--- src/rtl/parity_pkg.sv ---
// Shared types and default sizing for the parity controller and its XOR generator.
package parity_pkg;

  localparam int WIDTH_DEF = 8;
  localparam int CNT_W_DEF = 8;

  typedef enum logic [1:0] {
    IDLE    = 2'd0,
    CAPTURE = 2'd1,
    EVAL    = 2'd2,
    SEND    = 2'd3
  } state_t;

endpackage

--- src/rtl/parity_gen.sv ---
// Combinational parity: XOR of every data bit, inverted when odd parity is requested.
module parity_gen
  import parity_pkg::*;
#(
  parameter int WIDTH = WIDTH_DEF
) (
  input  logic [WIDTH-1:0] data,
  input  logic             odd_mode,
  output logic             parity
);

  assign parity = (^data) ^ odd_mode;

endmodule

--- src/rtl/parity_ctrl.sv ---
// Parity generate/check controller: accepts one byte, evaluates parity, and holds the
// result until the consumer takes it, keeping frame and mismatch counters.
//
//   state   | meaning
//   --------+---------------------------------------------------------------
//   IDLE    | in_ready=1, waiting for in_valid; byte and mode bits captured
//   CAPTURE | registered byte presented to parity_gen
//   EVAL    | parity and error flag registered into the output fields
//   SEND    | out_valid=1, outputs frozen until out_ready; counters update
module parity_ctrl
  import parity_pkg::*;
#(
  parameter int WIDTH = WIDTH_DEF,
  parameter int CNT_W = CNT_W_DEF
) (
  input  logic             clk,
  input  logic             rst,
  input  logic             in_valid,
  input  logic [WIDTH-1:0] in_data,
  input  logic             in_chk,
  input  logic             chk_en,
  input  logic             odd_mode,
  output logic             in_ready,
  output logic             out_valid,
  output logic [WIDTH-1:0] out_data,
  output logic             out_parity,
  output logic             out_err,
  input  logic             out_ready,
  output logic [CNT_W-1:0] err_count,
  output logic [CNT_W-1:0] frame_count
);

  state_t           state;
  logic [WIDTH-1:0] data_q;
  logic             chk_q;
  logic             chk_en_q;
  logic             odd_q;
  logic             par;

  parity_gen #(.WIDTH(WIDTH)) u_parity_gen (
    .data     (data_q),
    .odd_mode (odd_q),
    .parity   (par)
  );

  always_ff @(posedge clk) begin
    if (rst) begin
      state       <= IDLE;
      in_ready    <= 1'b1;
      out_valid   <= 1'b0;
      out_data    <= '0;
      out_parity  <= 1'b0;
      out_err     <= 1'b0;
      err_count   <= '0;
      frame_count <= '0;
      data_q      <= '0;
      chk_q       <= 1'b0;
      chk_en_q    <= 1'b0;
      odd_q       <= 1'b0;
    end else begin
      case (state)
        IDLE: begin
          // mode bits are frozen here so later changes cannot touch the in-flight byte
          if (in_valid && in_ready) begin
            data_q   <= in_data;
            chk_q    <= in_chk;
            chk_en_q <= chk_en;
            odd_q    <= odd_mode;
            in_ready <= 1'b0;
            state    <= CAPTURE;
          end
        end
        CAPTURE: begin
          state <= EVAL;
        end
        EVAL: begin
          out_data   <= data_q;
          out_parity <= par;
          out_err    <= chk_en_q && (par != chk_q);
          out_valid  <= 1'b1;
          state      <= SEND;
        end
        SEND: begin
          if (out_ready) begin
            out_valid   <= 1'b0;
            in_ready    <= 1'b1;
            frame_count <= frame_count + 1'b1;
            if (out_err && (err_count != {CNT_W{1'b1}}))
              err_count <= err_count + 1'b1;
            state <= IDLE;
          end
        end
        default: begin
          out_valid <= 1'b0;
          in_ready  <= 1'b1;
          state     <= IDLE;
        end
      endcase
    end
  end

endmodule

--- config.mk ---
export PLATFORM = sky130hd
export DESIGN_NAME = parity_ctrl
export DESIGN_NICKNAME = d
export VERILOG_FILES = /design/src/rtl/parity_pkg.sv /design/src/rtl/parity_gen.sv /design/src/rtl/parity_ctrl.sv
export SDC_FILE = /design/constraint.sdc
export NUM_CORES = 1
export LEC_CHECK = 0
export BUFFER_PORTS_ARGS = -buffer_cell sky130_fd_sc_hd__buf_4
export CAP_MARGIN = 15
export CORE_MARGIN = 5
export CORE_UTILIZATION = 35
export DETAILED_ROUTE_END_ITERATION = 16
export PLACE_DENSITY = 0.54
export SLEW_MARGIN = 40
export SYNTH_ARGS = -nofsm -noshare
export SYNTH_HDL_FRONTEND = slang
export SYNTH_HIERARCHICAL = 1
export SYNTH_SLANG_ARGS = --single-unit
--- constraint.sdc ---
create_clock -name clk -period 2.3 [get_ports clk]
set_input_delay 0.23 -clock clk [delete_from_list [all_inputs] [get_ports clk]]
set_output_delay 0.23 -clock clk [all_outputs]
set_load 0.02 [all_outputs]
Word-level counts from Yosys, hierarchy flattened
Cells that the tools add are included.
{ "classes": {"add_sub_neg": 2, "n_eq_ne": 7, "mux": 8, "bitwise": 1, "n_reduce_logical": 13} }
{ "op_table": {"columns": ["op", "n"], "rows": [
  ["8-bit by 1-bit adder with 8-bit output (second input constant)", 2],
  ["8-bit inequality test (second input constant)", 1],
  ["2-bit one-hot mux with 4 select lines", 1],
  ["2-bit AND reduction", 4],
  ["8-bit XOR reduction", 1],
  ["3-bit AND reduction", 2],
  ["2-bit == test (second input constant)", 2],
  ["2-bit two-way mux", 2],
  ["2-bit inequality test (second input constant)", 2],
  ["1-bit one-hot mux with 2 select lines", 2],
  ["2-bit nonzero test", 2],
  ["1-bit logical AND", 3],
  ["1-bit two-way mux", 3],
  ["2-bit by 1-bit == test with 1-bit output (second input constant)", 1],
  ["2-bit zero test", 1],
  ["1-bit inequality test", 1],
  ["1-bit bitwise XOR", 1]
]} }
{ "word_totals": {"register_bits": 41, "out_inout_bits": 28, "word_cells": 43} }

Longest topological paths before layout
{ "logic_depth": {"word_depth": 4, "mapped_depth": 7, "ltp_nobuf": 6} }

Hierarchy
The synthesis kept the hierarchy.
{ "by_module_without_submodules": {"columns": ["mod", "instances", "cells_each", "area_each_um2"], "rows": [
  ["parity_ctrl", 1, 195, 1717.9],
  ["parity_gen", 1, 7, 82.6]
]} }

Worst setup path before layout
No wires, ideal clock.
{ "synth_path": {"path_kind": "register -> register", "start": "register state[1]", "end": "register err_count[7]", "arrival_ps": 1558, "required_ps": 2230, "path_slack_ps": 672, "stages_incl_launch_ff": 8, "path_cell_list": "dfxtp_1 > ha_1 > buf_4 > and3_1 > buf_4 > o2111ai_2 > or4_1 > a21oi_1"} }
{ "synth_between": {"elab_chain_len": 2} }
{ "synth_rtl": {"columns": ["element", "line_no", "text"], "rows": [
  ["start, declared", "parity_ctrl.sv:33", "state_t state;"],
  ["start signal, assigned", "parity_ctrl.sv:48", "state <= IDLE;"],
  ["start signal, assigned", "parity_ctrl.sv:70", "state <= CAPTURE;"],
  ["start signal, assigned", "parity_ctrl.sv:74", "state <= EVAL;"],
  ["2-bit == test", "parity_ctrl.sv:61", "case (state)"],
  ["3-bit AND reduction (no source line)", null, null],
  ["end signal, assigned", "parity_ctrl.sv:89", "err_count <= err_count + 1'b1;"],
  ["end, declared", "parity_ctrl.sv:29", "output logic [CNT_W-1:0] err_count,"]
]} }
No other way between the ends.
A chain may end at the register's enable or synchronous reset.

Final worst setup path
Same ends and word-level chain as after synthesis.

==> impl_metrics.csv <==
group,metric,value,unit
floorplan,coreArea,5042,um^2
drt,avgViaCountPerCell,4.510,
synthesis,syn_inst,202,
worst_setup_path,r2r_slack,0.45,ns
timing,fin_tns_setup,0,ns
floorplan,start_util,35.71,%
placement,dp_cells,305,
drt,ant_nets,0,
placement,hpwl,2.589,mm
global_routing,grt_pass1_vias,1306,
placement,io_buffer_count,42,
global_routing,gr-usage-all-layers,11.60,%
final_layout,final_nets,263,
timing,slew_headroom,54.07,%
timing,clock_skew,0.003681,ns
final_layout,fin_area,2238,um^2
clocking,cts.clk_slew.worst_paths,0.07,ns
final_layout,instances_no_fill,312,
worst_setup_path,endpoint_kind,"register",
floorplan,die_w,81.73,um
timing,fin_crit_sh,80.54,%
clocking,htreeDepth,2,
floorplan,num_rows,26,
worst_setup_path,crit_path_start_kind,"register",
worst_setup_path,crit_required,2.52,ns
floorplan,num_io_pins,43,
placement,globalplace.congestion,0.7139,
timing,setup_viol,0,
clocking,cts_resized,0,
drt,wl_per_cell,11.50,um
synthesis,async_reset_ff_share,0,%
clocking,cts_setup_buffers,0,
synthesis,yosysWarnings,6,
worst_setup_path,critPathTopFamily,"simple AND/OR/NAND/NOR gates",
synthesis,syn_area,1800,um^2
power,ir_worst_vdd,0.4284,mV
synthesis,synth.most_common_cell,"dfxtp_1",
worst_setup_path,cpMaxStageDelayCell,"or4_1",
synthesis,yosys.area.top_type,"dfxtp_1",
clocking,cts_root_buffer,"clkbuf_8",
global_routing,antenna_found_initial,0,
min_path,holdPathEnd,"data_q[2]",
synthesis,ys_ff_latch,41,
timing,period_needed,1.853,ns
worst_setup_path,r2r_cells,5,
synthesis,synth_commonest_cells,"dfxtp_1 (41), nand2_1 (30), nor2_1 (25)",
timing,rsz0062_at_grt,"false",
drt,drtPass1Iterations,4,
worst_setup_path,r2r-end,"err_count[7]",
synthesis,syn_nets,223,
clocking,cts_tree,"yes",
worst_setup_path,r2r_start,"state[1]",
clocking,numCtsBuffers,5,
global_routing,grt_max_degree,42,
drt,vias,1407,
synthesis,synth-seq-area-share,45.59,%
min_path,worstHoldStart,"in_data[2]",
run,drv_cap,0,
placement,placed_area,2152,um^2
synthesis,synth_cell_types,33,
drt,route.detailed.drc,0,
floorplan,fp.dieArea,6679,um^2
worst_setup_path,critical_path.max_stage_delay,0.42,ns
final_layout,num-fill-cells,530,
final_layout,area_growth,24.32,%
min_path,whs_path_depth,3,
timing,worst_pin_slew,0.6889,ns
global_routing,grt_overflow,0,
synthesis,synth_ff_type,"dfxtp_1",
clocking,clock_path_buffers,2,
synthesis,synth_edf_count,0,
power,p_per_area,855.0,nW/um^2
floorplan,dieHeight,81.73,um
power,power.static_leakage,0.9229,nW
worst_setup_path,crit_type,"reg -> reg",
final_layout,diodes,0,
global_routing,grt_pass1_wl,6.003,mm
timing,hold_viol,0,
worst_setup_path,worst_ep_arrival_time,2.07,ns
final_layout,drive_above_1_share,21.49,%
clocking,clkSinkCount,41,
final_layout,post-route-util,44.39,%
worst_setup_path,crit_chain,"ha_1, and3_1, o2111ai_2, or4_1, a21oi_1",
timing,fmax,539.8,MHz
drt,wl,3.589,mm
clocking,clkLatencyLatePin,0.29,ns
synthesis,synth_top_area_share,45.59,%
worst_setup_path,crit_fanout,9,
synthesis,avgSynthCellArea,8.913,um^2
drt,drtIter0Drc,56,
timing,final-max-slew-violation-count,0,
status,status,"completed",
clocking,cts_hold_buf,0,
worst_setup_path,cp.buffers_inverters,0,
synthesis,synth_area_leaders,"dfxtp_1 (46%), nand2_1 (6.3%), mux2i_1 (6.1%)",
min_path,hold_class,"in -> reg",
worst min-delay path, cell delays in order:
cell and delay (ns):
buf_4 0.11, nand2_1 0.04, a21oi_1 0.05
sequential cells by signal, summed over array words and instances, names as in the netlist, 2 cells and up:
name / cells
data_q: 8
state: 2
out_data: 8
err_count: 8
frame_count: 8
per-stage QoR:
step | hold slack [ns] | power (mW) | setup WS, ns
global route | 0.1646 | 2.058 | 0.3118
detailed placement | 0.4603 | 1.478 | 0.4569
CTS | 0.1683 | 1.957 | 0.4438
finish | 0.1836 | 1.914 | 0.4475
floorplan | 0.3368 | 1.327 | 0.6723
global placement | 0.4558 | 1.468 | 0.5185
cell families (layout without fill, tap and decap cells):
group,after synthesis,in the layout,share of synthesized area [%]
and+or+nand+nor,81,81,20.43
buffers and inverters,14,54,3.891
xor gates and xnor gates,18,18,9.938
muxes,11,11,6.116
adders and majority gates,6,6,4.169
AOI/OAI and AO/OA,31,31,9.868
DFF,41,41,45.59
layer usage:
metal,wire (um),GRT usage [%],share of wire (%),vias to the layer above
met5,0,0,0,-
li1,-,-,-,760
met2,1629,19.39,45,31
met4,50,3.987,1.4,0
met3,237,4.605,6.6,5
met1,1672,13.41,47,611
report_power, final:
| part | internal (mW) | switching (mW) |
|---|---|---|
| Sequential | 0.792 | 0.0676 |
| Clock | 0.238 | 0.232 |
| Combinational | 0.272 | 0.313 |
| Total | 1.30 | 0.612 |
worst max-delay path by stage:
stage | start | end | slack [ns] | cells after the start
finish | state[1] | err_count[7] | 0.45 | 5
global placement | state[1] | err_count[7] | 0.52 | 5
floorplan | state[1] | err_count[7] | 0.67 | 7
global route | state[1] | err_count[7] | 0.31 | 5
CTS | state[1] | err_count[7] | 0.44 | 5
detailed placement | state[1] | err_count[7] | 0.46 | 5
placed cells by master (no fill, tap or decap), drive strengths merged, types with 3 or more instances in the layout:
master,netlist,final
nand3,10,10
or3,3,3
nor2,25,25
ha,6,6
o21ai,4,4
a21oi,21,21
nand2,30,30
mux2i,11,11
xor2,9,9
buf,3,42
dfxtp,41,41
inv,5,5
and3,4,4
clkbuf,6,7
xnor2,8,8
final cells by class:
| cell class | count | area (um^2) | share of cell area [%] |
|---|---|---|---|
| clock buffer | 7 | 86.33 | 3.857 |
| inverter | 5 | 18.77 | 0.8385 |
| multi-input combinational | 147 | 909.6 | 40.64 |
| sequential | 41 | 820.8 | 36.67 |
| tap | 70 | 87.58 | 3.913 |
| timing repair buffer | 42 | 315.3 | 14.09 |
Note: power is estimated with default switching activity, not from simulation.
